--- src/rtl/fmpadding_frame_ctrl.sv ---
// Per-frame sequencer for one fmpadding instance: programs geometry,
// gates the padder handshakes to exact beat counts, resets between frames.
module fmpadding_frame_ctrl #(
    parameter int XCOUNTER_BITS = 16,
    parameter int YCOUNTER_BITS = 16,
    parameter int NUM_CHANNELS  = 1,
    parameter int SIMD          = 1
) (
    input  logic                                         ap_clk,
    input  logic                                         ap_rst,
    input  logic                                         s_cfg_tvalid,
    output logic                                         s_cfg_tready,
    input  logic [3*XCOUNTER_BITS+3*YCOUNTER_BITS-1:0]   s_cfg_tdata,
    input  logic                                         up_tvalid,
    output logic                                         up_tready,
    output logic                                         pad_s_tvalid,
    input  logic                                         pad_s_tready,
    input  logic                                         pad_m_tvalid,
    output logic                                         pad_m_tready,
    output logic                                         m_axis_tvalid,
    input  logic                                         m_axis_tready,
    output logic                                         pad_rst_n,
    output logic                                         we,
    output logic [4:0]                                   wa,
    output logic [31:0]                                  wd,
    output logic                                         busy,
    output logic                                         frame_done
);

    localparam int SF       = NUM_CHANNELS / SIMD;
    localparam int CNT_BITS = XCOUNTER_BITS + YCOUNTER_BITS + $clog2(SF) + 1;
    localparam int XB       = XCOUNTER_BITS;
    localparam int YB       = YCOUNTER_BITS;
    localparam logic [CNT_BITS-1:0] ONE    = CNT_BITS'(1);
    localparam logic [CNT_BITS-1:0] SF_CNT = CNT_BITS'(SF);

    typedef enum logic [1:0] {
        IDLE,
        WRITE,
        CALC,
        RUN
    } state_t;

    state_t state, state_nxt;
    logic [2:0] k, k_nxt;

    logic [XB-1:0] x_on, x_off, x_end;
    logic [YB-1:0] y_on, y_off, y_end;

    logic [CNT_BITS-1:0] in_cnt, out_cnt, in_tgt, out_tgt;
    logic [CNT_BITS-1:0] x_lim, y_lim, x_cap, y_cap, xw, yh;
    logic [CNT_BITS-1:0] in_tgt_c, out_tgt_c;

    logic cfg_hs, ig, og, in_hs, out_hs, do_calc;

    // State register and write index
    always_ff @(posedge ap_clk) begin
        if (ap_rst) begin
            state <= IDLE;
            k     <= 3'd0;
        end else begin
            state <= state_nxt;
            k     <= k_nxt;
        end
    end

    // Next state, gates and parameter-port outputs
    always_comb begin
        state_nxt     = state;
        k_nxt         = k;
        s_cfg_tready  = 1'b0;
        pad_rst_n     = 1'b0;
        we            = 1'b0;
        wa            = 5'd0;
        wd            = 32'd0;
        busy          = 1'b1;
        ig            = 1'b0;
        og            = 1'b0;
        do_calc       = 1'b0;
        frame_done    = 1'b0;
        unique case (state)
            IDLE: begin
                busy         = 1'b0;
                s_cfg_tready = 1'b1;
                if (s_cfg_tvalid) begin
                    state_nxt = WRITE;
                    k_nxt     = 3'd0;
                end
            end
            WRITE: begin
                we = 1'b1;
                wa = {k, 2'b00};
                unique case (k)
                    3'd0:    wd = 32'(x_on);
                    3'd1:    wd = 32'(x_off);
                    3'd2:    wd = 32'(x_end);
                    3'd3:    wd = 32'(y_on);
                    3'd4:    wd = 32'(y_off);
                    default: wd = 32'(y_end);
                endcase
                k_nxt = k + 3'd1;
                if (k == 3'd5) begin
                    state_nxt = CALC;
                    k_nxt     = 3'd0;
                end
            end
            CALC: begin
                pad_rst_n = 1'b1;
                do_calc   = 1'b1;
                state_nxt = RUN;
            end
            default: begin
                pad_rst_n = 1'b1;
                ig        = (in_cnt != in_tgt);
                og        = (out_cnt != out_tgt);
            end
        endcase

        pad_s_tvalid  = up_tvalid && ig;
        up_tready     = pad_s_tready && ig;
        m_axis_tvalid = pad_m_tvalid && og;
        pad_m_tready  = m_axis_tready && og;
        cfg_hs        = s_cfg_tvalid && s_cfg_tready;
        in_hs         = pad_s_tvalid && pad_s_tready;
        out_hs        = m_axis_tvalid && m_axis_tready;

        if (state == RUN && out_hs && (out_cnt + ONE == out_tgt)) begin
            frame_done = 1'b1;
            state_nxt  = IDLE;
        end
    end

    // Beat targets: full padded frame out, clipped image window in
    always_comb begin
        x_lim     = CNT_BITS'(x_end) + ONE;
        y_lim     = CNT_BITS'(y_end) + ONE;
        x_cap     = (CNT_BITS'(x_off) < x_lim) ? CNT_BITS'(x_off) : x_lim;
        y_cap     = (CNT_BITS'(y_off) < y_lim) ? CNT_BITS'(y_off) : y_lim;
        xw        = (x_cap > CNT_BITS'(x_on)) ? x_cap - CNT_BITS'(x_on) : '0;
        yh        = (y_cap > CNT_BITS'(y_on)) ? y_cap - CNT_BITS'(y_on) : '0;
        in_tgt_c  = xw * yh * SF_CNT;
        out_tgt_c = x_lim * y_lim * SF_CNT;
    end

    // Descriptor latch, targets and beat counters
    always_ff @(posedge ap_clk) begin
        if (ap_rst) begin
            x_on    <= '0;
            x_off   <= '0;
            x_end   <= '0;
            y_on    <= '0;
            y_off   <= '0;
            y_end   <= '0;
            in_cnt  <= '0;
            out_cnt <= '0;
            in_tgt  <= '0;
            out_tgt <= '0;
        end else begin
            if (cfg_hs) begin
                x_on  <= s_cfg_tdata[0*XB +: XB];
                x_off <= s_cfg_tdata[1*XB +: XB];
                x_end <= s_cfg_tdata[2*XB +: XB];
                y_on  <= s_cfg_tdata[3*XB + 0*YB +: YB];
                y_off <= s_cfg_tdata[3*XB + 1*YB +: YB];
                y_end <= s_cfg_tdata[3*XB + 2*YB +: YB];
            end
            if (do_calc) begin
                in_tgt  <= in_tgt_c;
                out_tgt <= out_tgt_c;
                in_cnt  <= '0;
                out_cnt <= '0;
            end else if (state == RUN) begin
                if (in_hs)
                    in_cnt <= in_cnt + ONE;
                if (out_hs)
                    out_cnt <= out_cnt + ONE;
            end
        end
    end

endmodule
--- config.mk ---
export PLATFORM = sky130hd
export DESIGN_NAME = fmpadding_frame_ctrl
export DESIGN_NICKNAME = d
export VERILOG_FILES = /design/src/rtl/fmpadding_frame_ctrl.sv
export SDC_FILE = /design/constraint.sdc
export NUM_CORES = 2
export LEC_CHECK = 0
export CAP_MARGIN = 30
export CORE_MARGIN = 3
export CORE_UTILIZATION = 45
export DETAILED_ROUTE_END_ITERATION = 10
export DONT_BUFFER_PORTS = 1
export PLACE_DENSITY = 0.68
export SLEW_MARGIN = 20
export SYNTH_ARGS = -nofsm -noshare
export SYNTH_HDL_FRONTEND = slang
export SYNTH_SLANG_ARGS = --single-unit
--- constraint.sdc ---
create_clock -name ap_clk -period 22 [get_ports ap_clk]
set_input_delay 4.4 -clock ap_clk [delete_from_list [all_inputs] [get_ports ap_clk]]
set_output_delay 4.4 -clock ap_clk [all_outputs]
set_load 0.01 [all_outputs]
== After elaboration in Yosys (flattened, before gate mapping) ==
Index checks and enable logic that the tools add are counted.

* Order comparisons: 4
* Shifts and indexed selects: 0
* Muxes and demuxes: 21
* Div/mod/pow operators: 0
* Equality and inequality tests: 13
* Multipliers: 2
* Add/sub/neg operators: 7
* Reductions and logical operators: 21
* Bitwise operators: 0

{| class="wikitable"
|+ Operator list
! kind !! number
|-
| case mux 16 bit (5 select lines) || 1
|-
| adder 33 x 1 -> 33 bit (second input constant) || 2
|-
| two-way mux 33 bit || 2
|-
| != test 33 bit || 2
|-
| subtractor 17 x 16 -> 18 bit || 2
|-
| adder 16 x 1 -> 17 bit (second input constant) || 2
|-
| greater-than comparator 17 x 16 -> 1 bit || 2
|-
| less-than comparator 16 x 17 -> 1 bit || 2
|-
| two-way mux 17 bit || 2
|-
| == test 33 bit || 1
|-
| multiplier 17 x 17 -> 33 bit || 1
|-
| multiplier 33 x 33 -> 33 bit || 1
|-
| two-way mux 16 bit || 1
|-
| logical AND 1 bit || 9
|-
| two-way mux 1 bit || 8
|-
| == test 3 x 2 -> 1 bit (second input constant) || 2
|-
| == test 3 bit (second input constant) || 2
|-
| two-way mux 3 bit || 2
|-
| case mux 2 bit (3 select lines) || 1
|-
| case mux 3 bit (2 select lines) || 1
|-
| AND reduction 2 bit || 3
|-
| OR reduction 2 bit || 3
|-
| two-way mux 5 bit || 1
|-
| == test 2 bit (second input constant) || 2
|-
| other kinds (11) || 13
|}

* Output and inout port bits: 46
* Flip-flop bits (word level): 233
* Memory bits (writable): 0
* Bits in latches: 0
* Input port bits: 103
* Word-level logic and storage cells: 80
* Memory bits (read-only): 0
* Memories kept: 0

== Logic depth before layout (Yosys ltp) ==
* Word-level depth: 8
* Gate-level depth with buffers: 57
* Gate-level depth less buffers: 55

== Least setup slack after synthesis ==
Ideal clock, no wire load.

* Path type: reg2reg
* From: reg x_end[1]
* To: reg in_tgt[32]
* Library setup time: 0.119 ns
* Path slack: 9.768 ns
* Path buffers: 5
* Data required time: 21.881 ns
* Stages on the path, launching flop included: 55
* Arrival: 12.113 ns
* Clock period less this slack: 12.232 ns
* Path through: dfxtp_1 > ha_1 > clkbuf_1 > inv_1 > clkbuf_1 > ha_1 > o21a_1 > o21a_1 > o21a_1 > o21a_1 > o21a_1 > o21a_1 > o21a_1 > o21ai_0 > a21oi_1 > or3_1 > o211ai_2 > buf_4 > [... 19 more ...] > fa_1 > ha_1 > fa_1 > inv_1 > fa_1 > inv_1 > ha_1 > a21oi_1 > nand2_1 > or3_1 > o21ai_0 > o22ai_1 > a31o_2 > a21o_1 > a21oi_1 > o21ai_0 > xnor2_1 > o21ai_1

* Cells in the longest elaborated chain, start to end: 6
* Elaborated cells on any way between the ends: 7
* Classes of those cells: add/sub: 2; mul: 1; order compare: 2; mux: 2

{| class="wikitable"
|+ RTL lines
! element !! RTL line !! text
|-
| from (decl) || 47 || <nowiki>logic [XB-1:0] x_on, x_off, x_end;</nowiki>
|-
| from (signal assigned) || 162 || <nowiki>x_end <= s_cfg_tdata[2*XB +: XB];</nowiki>
|-
| adder 16 x 1 -> 17 bit (*) || 135 || <nowiki>x_lim = CNT_BITS'(x_end) + ONE;</nowiki>
|-
| less-than comparator 16 x 17 -> 1 bit || 137 || <nowiki>x_cap = (CNT_BITS'(x_off) < x_lim) ? CNT_BITS'(x_off) : x_lim;</nowiki>
|-
| two-way mux 17 bit (*) || 137 ||
|-
| subtractor 17 x 16 -> 18 bit / greater-than comparator 17 x 16 -> 1 bit (equally long branches) || 139 || <nowiki>xw = (x_cap > CNT_BITS'(x_on)) ? x_cap - CNT_BITS'(x_on) : '0;</nowiki>
|-
| two-way mux 33 bit (*) || 139 ||
|-
| multiplier 33 x 33 -> 33 bit (*) || 141 || <nowiki>in_tgt_c = xw * yh * SF_CNT;</nowiki>
|-
| to (signal assigned) || 168 || <nowiki>in_tgt <= in_tgt_c;</nowiki>
|-
| to (decl) || 50 || <nowiki>logic [CNT_BITS-1:0] in_cnt, out_cnt, in_tgt, out_tgt;</nowiki>
|}

Every way passes the cells marked *; elsewhere a longest branch is shown, timed or not.
A chain may end at the register's enable or synchronous reset.

== Worst setup path in the final report ==
* From: reg x_end[0]
* To: reg in_tgt[32]

Same word-level chain as after synthesis.

==> flow_summary.toml <==
[synth]
ys_types = 76
synth.yosys.warnings = 0
synth.avg_cell_area_sq_um = 8.471
synth_seq_cells = 233
syn_inst = 4278
post-synth-top-area-cell = "fa_1"
yosys.area.top_type_share_pct = 33.04
ys_dominant_reg_cell = "dfxtp_1"
top_cells_by_area_in_the_synthesized_netlist = "fa_1, dfxtp_1, ha_1, inv_1, nor2_1"
netlist_area_sq_um = 36240
seq_area_frac_synth_pct = 12.87
synth_enable_flop_cells = 0
asyncSetResetFlopFracSynth_pct = 0

[die]
initial_utilization_pct = 45.65
die_footprint_sq_um = 83970
boundaryPins = 149
rows = 103
die_w_um = 289.8
die_h_um = 289.8
core_area_sq_um = 79390

[sta]
final-hold-violation-count = 0
fin_skew_ps = 30.02
report.final.slew_viol_count = 0
fin_worst_hold_slack_ps = 474.1
timing.max_slew.rel_slack_pct = 34.76
period_needed_ps = 14630
rsz0062_at_grt = "no"
worst_max_slew_pin_slew_ps = 978.6
layout_worst_path_cycle_share_pct = 66.51
achievable-frequency_mhz = 68.34
setup-violations-final = 0
totalNegativeSetupSlack_ps = 0

[worst_setup_path]
critPathRequiredTime_ps = 22440
worst-r2r-setup-slack_ps = 7370
slowest_delay_ps = 920
endpoint_kind_of_the_worst_setup_timing_path = "flop"
endpoint_arrival_time_on_the_critical_path_ps = 15080
timing.critical_path.from_type = "flop"
worstPathMaxFanout = 31
worst-setup-path-type = "reg2reg"
rr_endpoint = "in_tgt[32]$_SDFFE_PP0P_"
critical-path-slowest-cell = "dfxtp_1"
worstReg2RegStart = "x_end[0]$_SDFFE_PP0P_"
r2r.worst_path.cells = 50

[drt]
wirelength_mm = 102.8
wl_per_cell_um = 19.48
via_count = 28420
detail_route.iter0.violations = 2196
pre_repair_dr_iteration_count = 7
route.detailed.drc = 0
avgViaCountPerCell = 5.383
antenna_violating_nets_post_route = 0

[layout]
finish.net_count = 5208
post_route_cells_drive_above_1_share_pct = 3.759
most_frequent_cells_in_the_layout = "inv_1, fa_1, nor2_1"
layout_commonest_cell = "inv_1"
n_antenna_cell = 0
syn2layout_area_growth_pct = 5.400
final.fill_count = 7737

[clock_tree]
cts_made_buffers = 27
cts_resized = 0
cts.clk_slew.worst_paths_ps = 60
tritoncts = "done"
clock_sinks = 233
clock_insertion_delay_worst_skew_ps = 600
h-tree-depth = 1
ctsRootBufferMaster = "clkbuf_16"
post-cts-setup-buffer-count = 0
clk_path_buf_depth = 3
cts-hold-fix-buffers = 0

[global_route]
grt_pass1_wl_mm = 162.5
global_route.usage.total_pct = 24.91
gr-total-overflow = 0
initial_antenna_violation_count = 0
grt_max_degree = 156
grt_pass1_vias = 29200

[placed_design]
gp_congestion = 0.9752
port_buffers = 0
hpwl_mm = 83.81

[status]
status = "completed"

[worst_hold_path]
hold_path_end = "in_tgt[0]$_SDFFE_PP0P_"
worst_hold_path_type = "reg2reg"
min_delay_path_depth = 2
worst_hold_launch = "in_tgt[0]$_SDFFE_PP0P_"

[run]
cap_violations = 0
critical path, delay by kind of cell (launching register included):
family / cells / cell delay, ps
multiplexers: 1 / 240
flip-flops: 1 / 920
AO/OA/AOI/OAI: 22 / 4230
AND/OR/NAND/NOR: 7 / 2400
buffers and inverters: 6 / 670
adder cells (fa/ha/maj): 13 / 5800
XOR/XNOR: 1 / 180
state kept, by name, indices dropped and copies added (netlist names):
register	cells
y_off	16
y_on	16
x_off	16
out_tgt	33
x_end	16
state	2
in_tgt	33
out_cnt	33
in_cnt	33
y_end	16
k	3
x_on	16
worst max-delay path by stage:
stage	start	to	slack [ps]
finish	x_end[0]$_SDFFE_PP0P_	in_tgt[32]$_SDFFE_PP0P_	7370
global route	x_end[0]$_SDFFE_PP0P_	in_tgt[32]$_SDFFE_PP0P_	6650
CTS	x_end[0]$_SDFFE_PP0P_	in_tgt[32]$_SDFFE_PP0P_	7210
global placement	x_end[0]$_SDFFE_PP0P_	in_tgt[32]$_SDFFE_PP0P_	7410
floorplan	x_end[1]$_SDFFE_PP0P_	in_tgt[32]$_SDFFE_PP0P_	9770
detailed placement	x_end[0]$_SDFFE_PP0P_	in_tgt[32]$_SDFFE_PP0P_	7290
per-stage QoR:
stage	instances	instance area [sq um]	setup WS [ps]	utilization, %
CTS	5277	38170	7207	48.08
global route	5280	38190	6648	48.11
global placement	5229	37270	7406	46.95
floorplan	4326	36420	9768	-
finish	5280	38190	7367	48.11
detailed placement	5230	37280	7290	46.96
synthesized netlist by cell type (all sizes together), types with 41 or more instances:
cell type,count
nand3,90
clkbuf,144
xor2,156
buf,42
o21ai,75
ha,295
xnor2,130
nor2,513
fa,598
mux2i,65
a21oi,209
nand2,502
dfxtp,233
and3,41
inv,754
kinds of logic (layout without fill, tap and decap cells):
| logic type | after synthesis | in the layout | synth area share [%] |
|---|---|---|---|
| other cells | 2 | 50 | 0.02072 |
| simple gates | 1382 | 1382 | 16.73 |
| fa+ha+maj | 893 | 893 | 43.22 |
| compound gates | 442 | 442 | 7.475 |
| xor+xnor | 287 | 287 | 6.975 |
| buf+inv | 945 | 849 | 10.01 |
| mux | 94 | 94 | 2.697 |
| flops | 233 | 233 | 12.87 |
routing by layer:
layer / wire length (um) / share of wire (%) / track usage (%)
met2: 45810 / 45 / 39.53
met5: 0 / 0 / 0
met4: 4879 / 4.7 / 9.917
met1: 43340 / 42 / 33.48
met3: 8811 / 8.6 / 5.027
area by class of cell:
| class | instances | area [sq um] | share of cell area, % |
|---|---|---|---|
| Timing Repair Buffer | 43 | 322.8 | 0.8452 |
| Clock inverter | 12 | 162.7 | 0.4259 |
| Clock buffer | 35 | 725.7 | 1.900 |
| Sequential cell | 233 | 4664 | 12.21 |
| Inverter | 759 | 2849 | 7.459 |
| Multi-Input combinational cell | 3148 | 28160 | 73.72 |
| Tap cell | 1050 | 1314 | 3.440 |
Power is left out: the tool's default activity adds up to more than one toggle a clock period on the data nets, which glitch-free logic cannot reach.
